==> config.mk <==
export PLATFORM = sky130hd
export DESIGN_NAME = uart_rx_param
export DESIGN_NICKNAME = d
export VERILOG_FILES = /design/src/rtl/uart_rx_param.sv
export SDC_FILE = /design/constraint.sdc
export NUM_CORES = 1
export LEC_CHECK = 0
export BUFFER_PORTS_ARGS = -buffer_cell sky130_fd_sc_hd__clkbuf_2
export CORE_MARGIN = 8
export CORE_UTILIZATION = 53
export DETAILED_ROUTE_END_ITERATION = 8
export GPL_TIMING_DRIVEN = 0
export PLACE_DENSITY = 0.75
export SYNTH_ARGS = -nofsm -noshare
export SYNTH_HDL_FRONTEND = slang
export SYNTH_SLANG_ARGS = --single-unit
==> constraint.sdc <==
create_clock -name clk -period 2 [get_ports clk]
set_input_delay 0.2 -clock clk [delete_from_list [all_inputs] [get_ports clk]]
set_output_delay 0.2 -clock clk [all_outputs]
set_load 0.01 [all_outputs]
==> src/rtl/uart_rx_param.sv <==
// rtl/uart_rx_param.sv - parameterised UART receiver with valid/ready word output
// Optional parity check enabled by defining UART_RX_PARITY_EN.
module uart_rx_param #(
    parameter int CLK_PER_BIT = 434,
    parameter int DATA_BITS   = 8,
    parameter int STOP_BITS   = 1,
    parameter int PARITY_ODD  = 0
) (
    input  logic                 clk,
    input  logic                 rst,
    input  logic                 rx,
    output logic [DATA_BITS-1:0] rx_data,
    output logic                 rx_valid,
    input  logic                 rx_ready,
    output logic                 parity_err,
    output logic                 frame_err,
    output logic                 overrun
);

    localparam int              CW        = $clog2(CLK_PER_BIT);
    localparam logic [CW-1:0]   CNT_MID   = CW'(CLK_PER_BIT / 2 - 1);
    localparam logic [CW-1:0]   CNT_BIT   = CW'(CLK_PER_BIT - 1);
    localparam logic [3:0]      LAST_DATA = 4'(DATA_BITS - 1);
    localparam logic [3:0]      LAST_STOP = 4'(STOP_BITS - 1);

    if (CLK_PER_BIT < 4 || DATA_BITS < 5 || DATA_BITS > 9 ||
        STOP_BITS < 1 || STOP_BITS > 2 || PARITY_ODD < 0 || PARITY_ODD > 1) begin : g_bad_cfg
        $error("uart_rx_param: parameter out of range");
    end

    typedef enum logic [2:0] {
        IDLE,
        START,
        DATA,
        PARITY,
        STOP,
        WAIT_IDLE
    } state_t;

    state_t                 state, state_nxt;
    logic [CW-1:0]          cnt, cnt_nxt;
    logic [3:0]             bit_idx, bit_nxt;
    logic [DATA_BITS-1:0]   shreg, shreg_nxt;
    logic                   rx_meta, rx_sync;
    logic                   bit_tick;
    logic                   word_done;
    logic                   stop_bad;

`ifdef UART_RX_PARITY_EN
    localparam logic PAR_ODD = (PARITY_ODD != 0);
    logic par_bit, par_nxt;
    logic par_calc;
`endif

    always_ff @(posedge clk) begin
        if (rst) begin
            rx_meta <= 1'b1;
            rx_sync <= 1'b1;
        end else begin
            rx_meta <= rx;
            rx_sync <= rx_meta;
        end
    end

    always_ff @(posedge clk) begin
        if (rst) begin
            state   <= IDLE;
            cnt     <= '0;
            bit_idx <= '0;
            shreg   <= '0;
`ifdef UART_RX_PARITY_EN
            par_bit <= 1'b0;
`endif
        end else begin
            state   <= state_nxt;
            cnt     <= cnt_nxt;
            bit_idx <= bit_nxt;
            shreg   <= shreg_nxt;
`ifdef UART_RX_PARITY_EN
            par_bit <= par_nxt;
`endif
        end
    end

    // After the start-bit midpoint every sample lands CLK_PER_BIT cycles later, i.e. mid-bit.
    assign bit_tick = (cnt == CNT_BIT);

    always_comb begin
        state_nxt = state;
        cnt_nxt   = cnt;
        bit_nxt   = bit_idx;
        shreg_nxt = shreg;
        word_done = 1'b0;
        stop_bad  = 1'b0;
`ifdef UART_RX_PARITY_EN
        par_nxt   = par_bit;
`endif
        case (state)
            IDLE: begin
                if (!rx_sync) begin
                    state_nxt = START;
                    cnt_nxt   = '0;
                end
            end
            START: begin
                if (cnt == CNT_MID) begin
                    cnt_nxt   = '0;
                    bit_nxt   = '0;
                    state_nxt = rx_sync ? IDLE : DATA;
                end else begin
                    cnt_nxt = cnt + 1'b1;
                end
            end
            DATA: begin
                if (bit_tick) begin
                    cnt_nxt   = '0;
                    shreg_nxt = {rx_sync, shreg[DATA_BITS-1:1]};
                    if (bit_idx == LAST_DATA) begin
                        bit_nxt = '0;
`ifdef UART_RX_PARITY_EN
                        state_nxt = PARITY;
`else
                        state_nxt = STOP;
`endif
                    end else begin
                        bit_nxt = bit_idx + 4'd1;
                    end
                end else begin
                    cnt_nxt = cnt + 1'b1;
                end
            end
`ifdef UART_RX_PARITY_EN
            PARITY: begin
                if (bit_tick) begin
                    cnt_nxt   = '0;
                    par_nxt   = rx_sync;
                    state_nxt = STOP;
                end else begin
                    cnt_nxt = cnt + 1'b1;
                end
            end
`endif
            STOP: begin
                if (bit_tick) begin
                    cnt_nxt = '0;
                    if (!rx_sync) begin
                        stop_bad  = 1'b1;
                        bit_nxt   = '0;
                        state_nxt = WAIT_IDLE;
                    end else if (bit_idx == LAST_STOP) begin
                        word_done = 1'b1;
                        bit_nxt   = '0;
                        state_nxt = IDLE;
                    end else begin
                        bit_nxt = bit_idx + 4'd1;
                    end
                end else begin
                    cnt_nxt = cnt + 1'b1;
                end
            end
            WAIT_IDLE: begin
                if (rx_sync) begin
                    state_nxt = IDLE;
                end
            end
            default: begin
                state_nxt = IDLE;
            end
        endcase
    end

`ifdef UART_RX_PARITY_EN
    assign par_calc = ((^shreg) ^ par_bit) != PAR_ODD;
`endif

    // A word arriving while the held word is being accepted replaces it seamlessly.
    always_ff @(posedge clk) begin
        if (rst) begin
            rx_data   <= '0;
            rx_valid  <= 1'b0;
            frame_err <= 1'b0;
            overrun   <= 1'b0;
`ifdef UART_RX_PARITY_EN
            parity_err <= 1'b0;
`endif
        end else begin
            frame_err <= stop_bad;
            overrun   <= 1'b0;
            if (word_done) begin
                if (!rx_valid || rx_ready) begin
                    rx_data  <= shreg;
                    rx_valid <= 1'b1;
`ifdef UART_RX_PARITY_EN
                    parity_err <= par_calc;
`endif
                end else begin
                    overrun <= 1'b1;
                end
            end else if (rx_valid && rx_ready) begin
                rx_valid <= 1'b0;
            end
        end
    end

`ifndef UART_RX_PARITY_EN
    assign parity_err = 1'b0;
`endif

endmodule

==> results of run 1 <==
[repair_timing]
action,in CTS,in global routing
hold buffers,0,0
setup buffers,6,2
pin swaps,4,5
endpoints found under the setup margin,22,21
resized for setup,13,11
[worst max-delay path: cells and delay by family (launching register included)]
family | cells | cell delay (ps)
AO/OA/AOI/OAI | 2 | 440
adder cells (fa/ha/maj) | 1 | 120
flip-flops | 1 | 380
multiplexers | 1 | 230
AND/OR/NAND/NOR | 2 | 610
buffers and inverters | 2 | 190
[registers in the layout (all words and copies together) (netlist names)]
register / cells
bit_idx: 4
rx_valid: 1
cnt: 9
frame_err: 1
rx_meta: 1
rx_sync: 1
rx_data: 8
shreg: 8
overrun: 1
state: 3
[cells by family after synthesis]
group | count (synthesis)
other | 1
adder cells (fa/ha/maj) | 6
multiplexers | 21
AND/OR/NAND/NOR | 89
AO/OA/AOI/OAI | 24
XOR/XNOR | 3
buffers and inverters | 18
flip-flops | 37
[power groups by stage]
stage	combinational [mW]	clock (mW)	sequential (mW)
floorplan	0.396	0	0.806
global placement	0.463	0	0.811
global route	0.677	0.577	0.803
detailed placement	0.490	0	0.814
finish	0.632	0.532	0.799
CTS	0.543	0.542	0.793
[layer usage]
layer / GRT usage (%) / share of wire, %
met5: 0 / 0
met4: 6.18 / 1.6
met3: 4.53 / 5.5
met2: 26.9 / 50
met1: 16.9 / 43
[layout by cell type, fill, tap and decap left out, types with 4 or more instances in the layout]
cell / netlist / routed
a31oi_1: 4 / 4
buf_4: 1 / 8
buf_6: 7 / 7
clkbuf_2: 0 / 13
clkbuf_4: 0 / 6
dfxtp_1: 37 / 35
ha_1: 5 / 4
mux2i_1: 19 / 19
nand2_1: 10 / 9
nand2b_1: 5 / 5
nand3_1: 8 / 8
nand3b_1: 4 / 4
nand4_1: 4 / 4
nor2_1: 28 / 26
nor3_1: 7 / 7
[cell usage after synthesis (all sizes together) (5+ instances only)]
master and n:
dfxtp 37, nor2 28, mux2i 19, nand2 10
buf 8, nand3 8, nor3 7, a21oi 5
ha 5, inv 5, nand2b 5
[layout make-up]
| class | count | area [sq um] |
|---|---|---|
| plain buffers | 11 | 98.8 |
| clock buffers | 5 | 37.5 |
| clock inverters | 3 | 46.3 |
| fillers | 301 | 1170 |
| inverters | 5 | 21.3 |
| multi-input cells | 144 | 1060 |
| flip-flops and latches | 37 | 746 |
| well taps | 46 | 57.6 |
| repair buffers | 21 | 129 |
[worst paths after layout]
path	slack, ps	end	cells past startpoint	from
min reg2reg	430	rx_sync	1	rx_meta
max reg2reg	-20	state[0]	8	cnt[0]
min	30	rx_meta	2	rx
max	-20	state[0]	8	cnt[0]
==> flow_summary.toml, run 1 <==
[outcome]
status = "complete, but fails checks"
violations = "negative setup slack"

[worst_setup_path]
cp_slowest_stage_delay_ps = 390
worstPathArrival_ps = 2300
worst-path-max-fanout = 5
cpMaxStageDelayCell = "or3b_4"
start_kind = "flip-flop"
worstPathCellList = "inv_4 > ha_4 > and4bb_1 > or3b_4 > buf_6 > a32oi_4 > o211ai_1 > mux2i_1"
crit_type = "reg -> reg"
endpoint_kind = "flip-flop"
worst_ep_required_time_ps = 2270

[floorplan]
floorplan.die.width_microns = 75.2
core_sq_um = 3360
rows = 21
initial_utilization_pct = 55.2
die_y_microns = 75.2
ioPinCount = 16
dieArea_sq_um = 5650

[route]
via_per_inst = 5.74
drt_pre_antenna_iters = 5
drt_iter0_markers = 66
wl_per_cell_microns = 14.7
wl_microns = 3990
drtAntennaViolNets = 0
drc_errors = 0
num_vias = 1562

[clocking]
clkTransAtPathRegs_ps = 120
h-tree-depth = 2
clkLatencyLatePin_ps = 350
cts_tree = "built"
numCtsBuffers = 5
numClockSinks = 37
cts_buffer_depth = 2
cts_root_buffer = "clkbuf_4"

[sta]
min_period_ps = 2020
hold_viol = 0
worst_slew_pin_slew_ps = 500
setup_viol = 3
clock_skew_ps = 7.27
fin_ws_ps = -23.3
finalCritPeriodShare_pct = 101
hold_ws_ps = 26.9
fin_tns_setup_ps = -36.7
slew_headroom_pct = 66.6
drv_slew = 0
fmax_mhz = 494
rsz0062_at_grt = "true"

[grt]
grt_pass1_wl_microns = 6690
grt_start_max_net_pins = 14
grtUsageTotal_pct = 15.4
overflow = 0
grt_pass1_vias = 1511
antenna_found_initial = 0

[run]
drv_cap = 0

[synth]
seq_area_frac_synth_pct = 39.9
synth.top_cell.area_share_pct = 39.9
synth.area.mux_share_pct = 11.5
synth-simple-area-share_pct = 26.7
yosysWarningCount = 0
syn_area_per_cell_sq_um = 9.33
synth-seq-cells = 37
synthArstFlopShare_pct = 0
syn_area_sq_um = 1860
yosys.area.top_type = "dfxtp_1"
synth_compound_area_share_pct = 9.50
synthAdderAreaFrac_pct = 3.91
synth_xor_area_share_pct = 1.42
synth_edf_count = 0
synth_top_family_by_area = "simple AND/OR/NAND/NOR gates"
yosys-top-cells-area = "dfxtp_1 40%, mux2i_1 10%, nor2_1 5.7%"
synth_cell_types = 50
synth_ff_type = "dfxtp_1"
synth_cells = 199
synth_fp_nets = 208

[finish]
area_growth_pct = 18.1
layout-drive-gt1-share_pct = 30.5
final_cells = 272
fin_util_pct = 65.2
nNetsFinal = 234
antenna_cells = 0
fin_area_sq_um = 2190

[power_and_ir_drop]
swShare_pct = 32.3
peakVddDrop_mv = 0.721
finalPower_mw = 1.96
p_leak_nw = 0.797
intPower_mw = 1.33
p_clk_share_pct = 27.1
comb_power_share_pct = 32.2
switchingPower_mw = 0.635
pwr-share-seq_pct = 40.7
power_density_nw_per_um2 = 895

[place]
io_buffers = 13
place_congestion = 0.790
post-place-cells = 258
placed_cell_area_sq_um = 1980
post-dp-hpwl_microns = 2800
post-place-ws_ps = -169

[hold_path]
hold_path_class = "in -> reg"
Note: power is estimated with default switching activity, not from simulation.
==> inputs of run 2 (changes only) <==
CELL_PAD_IN_SITES_DETAIL_PLACEMENT = 1   (was default)
CELL_PAD_IN_SITES_GLOBAL_PLACEMENT = 1   (was default)
CORE_UTILIZATION = 41   (was 53)
PLACE_DENSITY = default   (was 0.75)
PLACE_DENSITY_LB_ADDON = 0.1   (was default)
==> flow_summary.toml, run 2 (synthesis results as in run 1) <==
[clocking]
numCtsBuffers = 5
h-tree-depth = 2
clkTransAtPathRegs_ps = 80
cts_root_buffer = "clkbuf_8"
numClockSinks = 37
cts_buffer_depth = 2
clkLatencyLatePin_ps = 290
cts_hold_buf = 0
cts_tree = "built"

[sta]
worst_slew_pin_slew_ps = 642
fmax_mhz = 490
clock_skew_ps = 9.72
drv_slew = 0
hold_viol = 0
min_period_ps = 2040
setup_viol = 1
fin_ws_ps = -40.7
finalCritPeriodShare_pct = 102
slew_headroom_pct = 57.2
rsz0062_at_grt = "true"

[floorplan]
rows = 24
core_sq_um = 4350
ioPinCount = 16
initial_utilization_pct = 42.6
dieArea_sq_um = 6940
die_y_microns = 83.3
floorplan.die.width_microns = 83.3

[place]
post-place-ws_ps = -170
placed_cell_area_sq_um = 1990
place_congestion = 0.794
io_buffers = 13
post-dp-hpwl_microns = 3270

[worst_setup_path]
r2r_start = "cnt[1]"
worstPathArrival_ps = 2270
path_buf_inv = 1
crit_type = "reg -> reg"
worstPathCellList = "inv_1 > ha_1 > and4bb_1 > or3b_4 > a32o_2 > or4_4 > a21oi_2"
startpoint = "cnt[1]"
worst-path-max-fanout = 2
cp_slowest_stage_delay_ps = 420
crit_family = "simple AND/OR/NAND/NOR gates"
endpoint_kind = "flip-flop"
cpMaxStageDelayCell = "or3b_4"
start_kind = "flip-flop"
worst_ep_required_time_ps = 2230

[outcome]
violations = "negative setup slack"
status = "complete, but fails checks"

[route]
wl_per_cell_microns = 16.6
num_vias = 1522
via_per_inst = 5.49
drt_iter0_markers = 41
drtAntennaViolNets = 0
drt_pre_antenna_iters = 4
drc_errors = 0
wl_microns = 4590

[power_and_ir_drop]
peakVddDrop_mv = 0.444
p_leak_nw = 0.817
power_density_nw_per_um2 = 990

[grt]
grtUsageTotal_pct = 13.2
antenna_found_initial = 0
grt_start_max_net_pins = 14
grt_pass1_wl_microns = 7580
overflow = 0
grt_pass1_vias = 1577

[finish]
top_register = "cnt"
reg.largest.list = "cnt x9, rx_data x8, shreg x8"
final_common_cell = "dfxtp_1"
layout-drive-gt1-share_pct = 29.8
final_cell_mix = "35 x dfxtp_1, 25 x nor2_1, 19 x mux2i_1, 13 x clkbuf_2, 9 x nand2_1"
antenna_cells = 0
fill_cells = 495
fin_area_sq_um = 2230
largest_reg_flops = 9
nNetsFinal = 233
area_growth_pct = 20.1

[run]
drv_cap = 0

[hold_path]
hold_path_class = "in -> reg"
holdCritStartpoint = "rx"
## run 2: final cells by class
type | instances | area (sq um) | share of cell area, %
multi-input cells | 144 | 1050 | 46.9
flip-flops and latches | 37 | 746 | 33.4
repair buffers | 20 | 118 | 5.27
plain buffers | 11 | 98.8 | 4.43
clock buffers | 5 | 68.8 | 3.08
clock inverters | 3 | 68.8 | 3.08
well taps | 52 | 65.1 | 2.92
inverters | 5 | 18.8 | 0.841
## run 2: worst register-to-register path: cells and delay by family, from the launching register on
kind,cells,cell delay (ps)
fa+ha+maj,1,140
flops,1,330
compound gates,2,390
buf+inv,1,70
simple gates,3,1060
## run 2: power by group
group | internal, mW | switching (mW) | leakage [nW]
clock | 0.502 | 0.287 | 0.0687
sequential | 0.769 | 0.0307 | 0.300
combinational | 0.279 | 0.341 | 0.448
## run 2: worst paths after layout
kind / slack, ps / cells after the start / endpoint
setup / recovery: -40 / 7 / bit_idx[3]
hold / removal: 100 / 2 / rx_meta
setup reg to reg: -40 / 7 / bit_idx[3]
hold reg to reg: 410 / 1 / rx_sync
## run 2: repair_timing
action | 4_1_cts | 5_1_grt
endpoints found under the setup margin | 26 | 21
gates resized for setup | 9 | 11
pin swaps | 2 | 3
setup buffers | 4 | 3
## run 2: through the flow
stage | cells | hold WS (ps) | power [mW] | utilization [%] | TNS (ps)
3_5_place_dp | 264 | 397 | 1.32 | 45.7 | -2060
5_1_grt | 277 | 94.2 | 2.30 | 51.2 | -270
6_report | 277 | 98.0 | 2.21 | 51.2 | -40.7
3_3_place_gp | 264 | 390 | 1.30 | 45.7 | -1280
2_1_floorplan | 199 | 304 | 1.20 | - | -4.10
4_1_cts | 274 | 85.2 | 2.14 | 49.7 | -107
## run 2: routing by layer
| layer | share of wire (%) | global-route usage [%] |
|---|---|---|
| met4 | 1.7 | 6.07 |
| met2 | 47 | 21.6 |
| met1 | 47 | 15.3 |
| met3 | 3.6 | 3.81 |
| met5 | 0 | 0 |
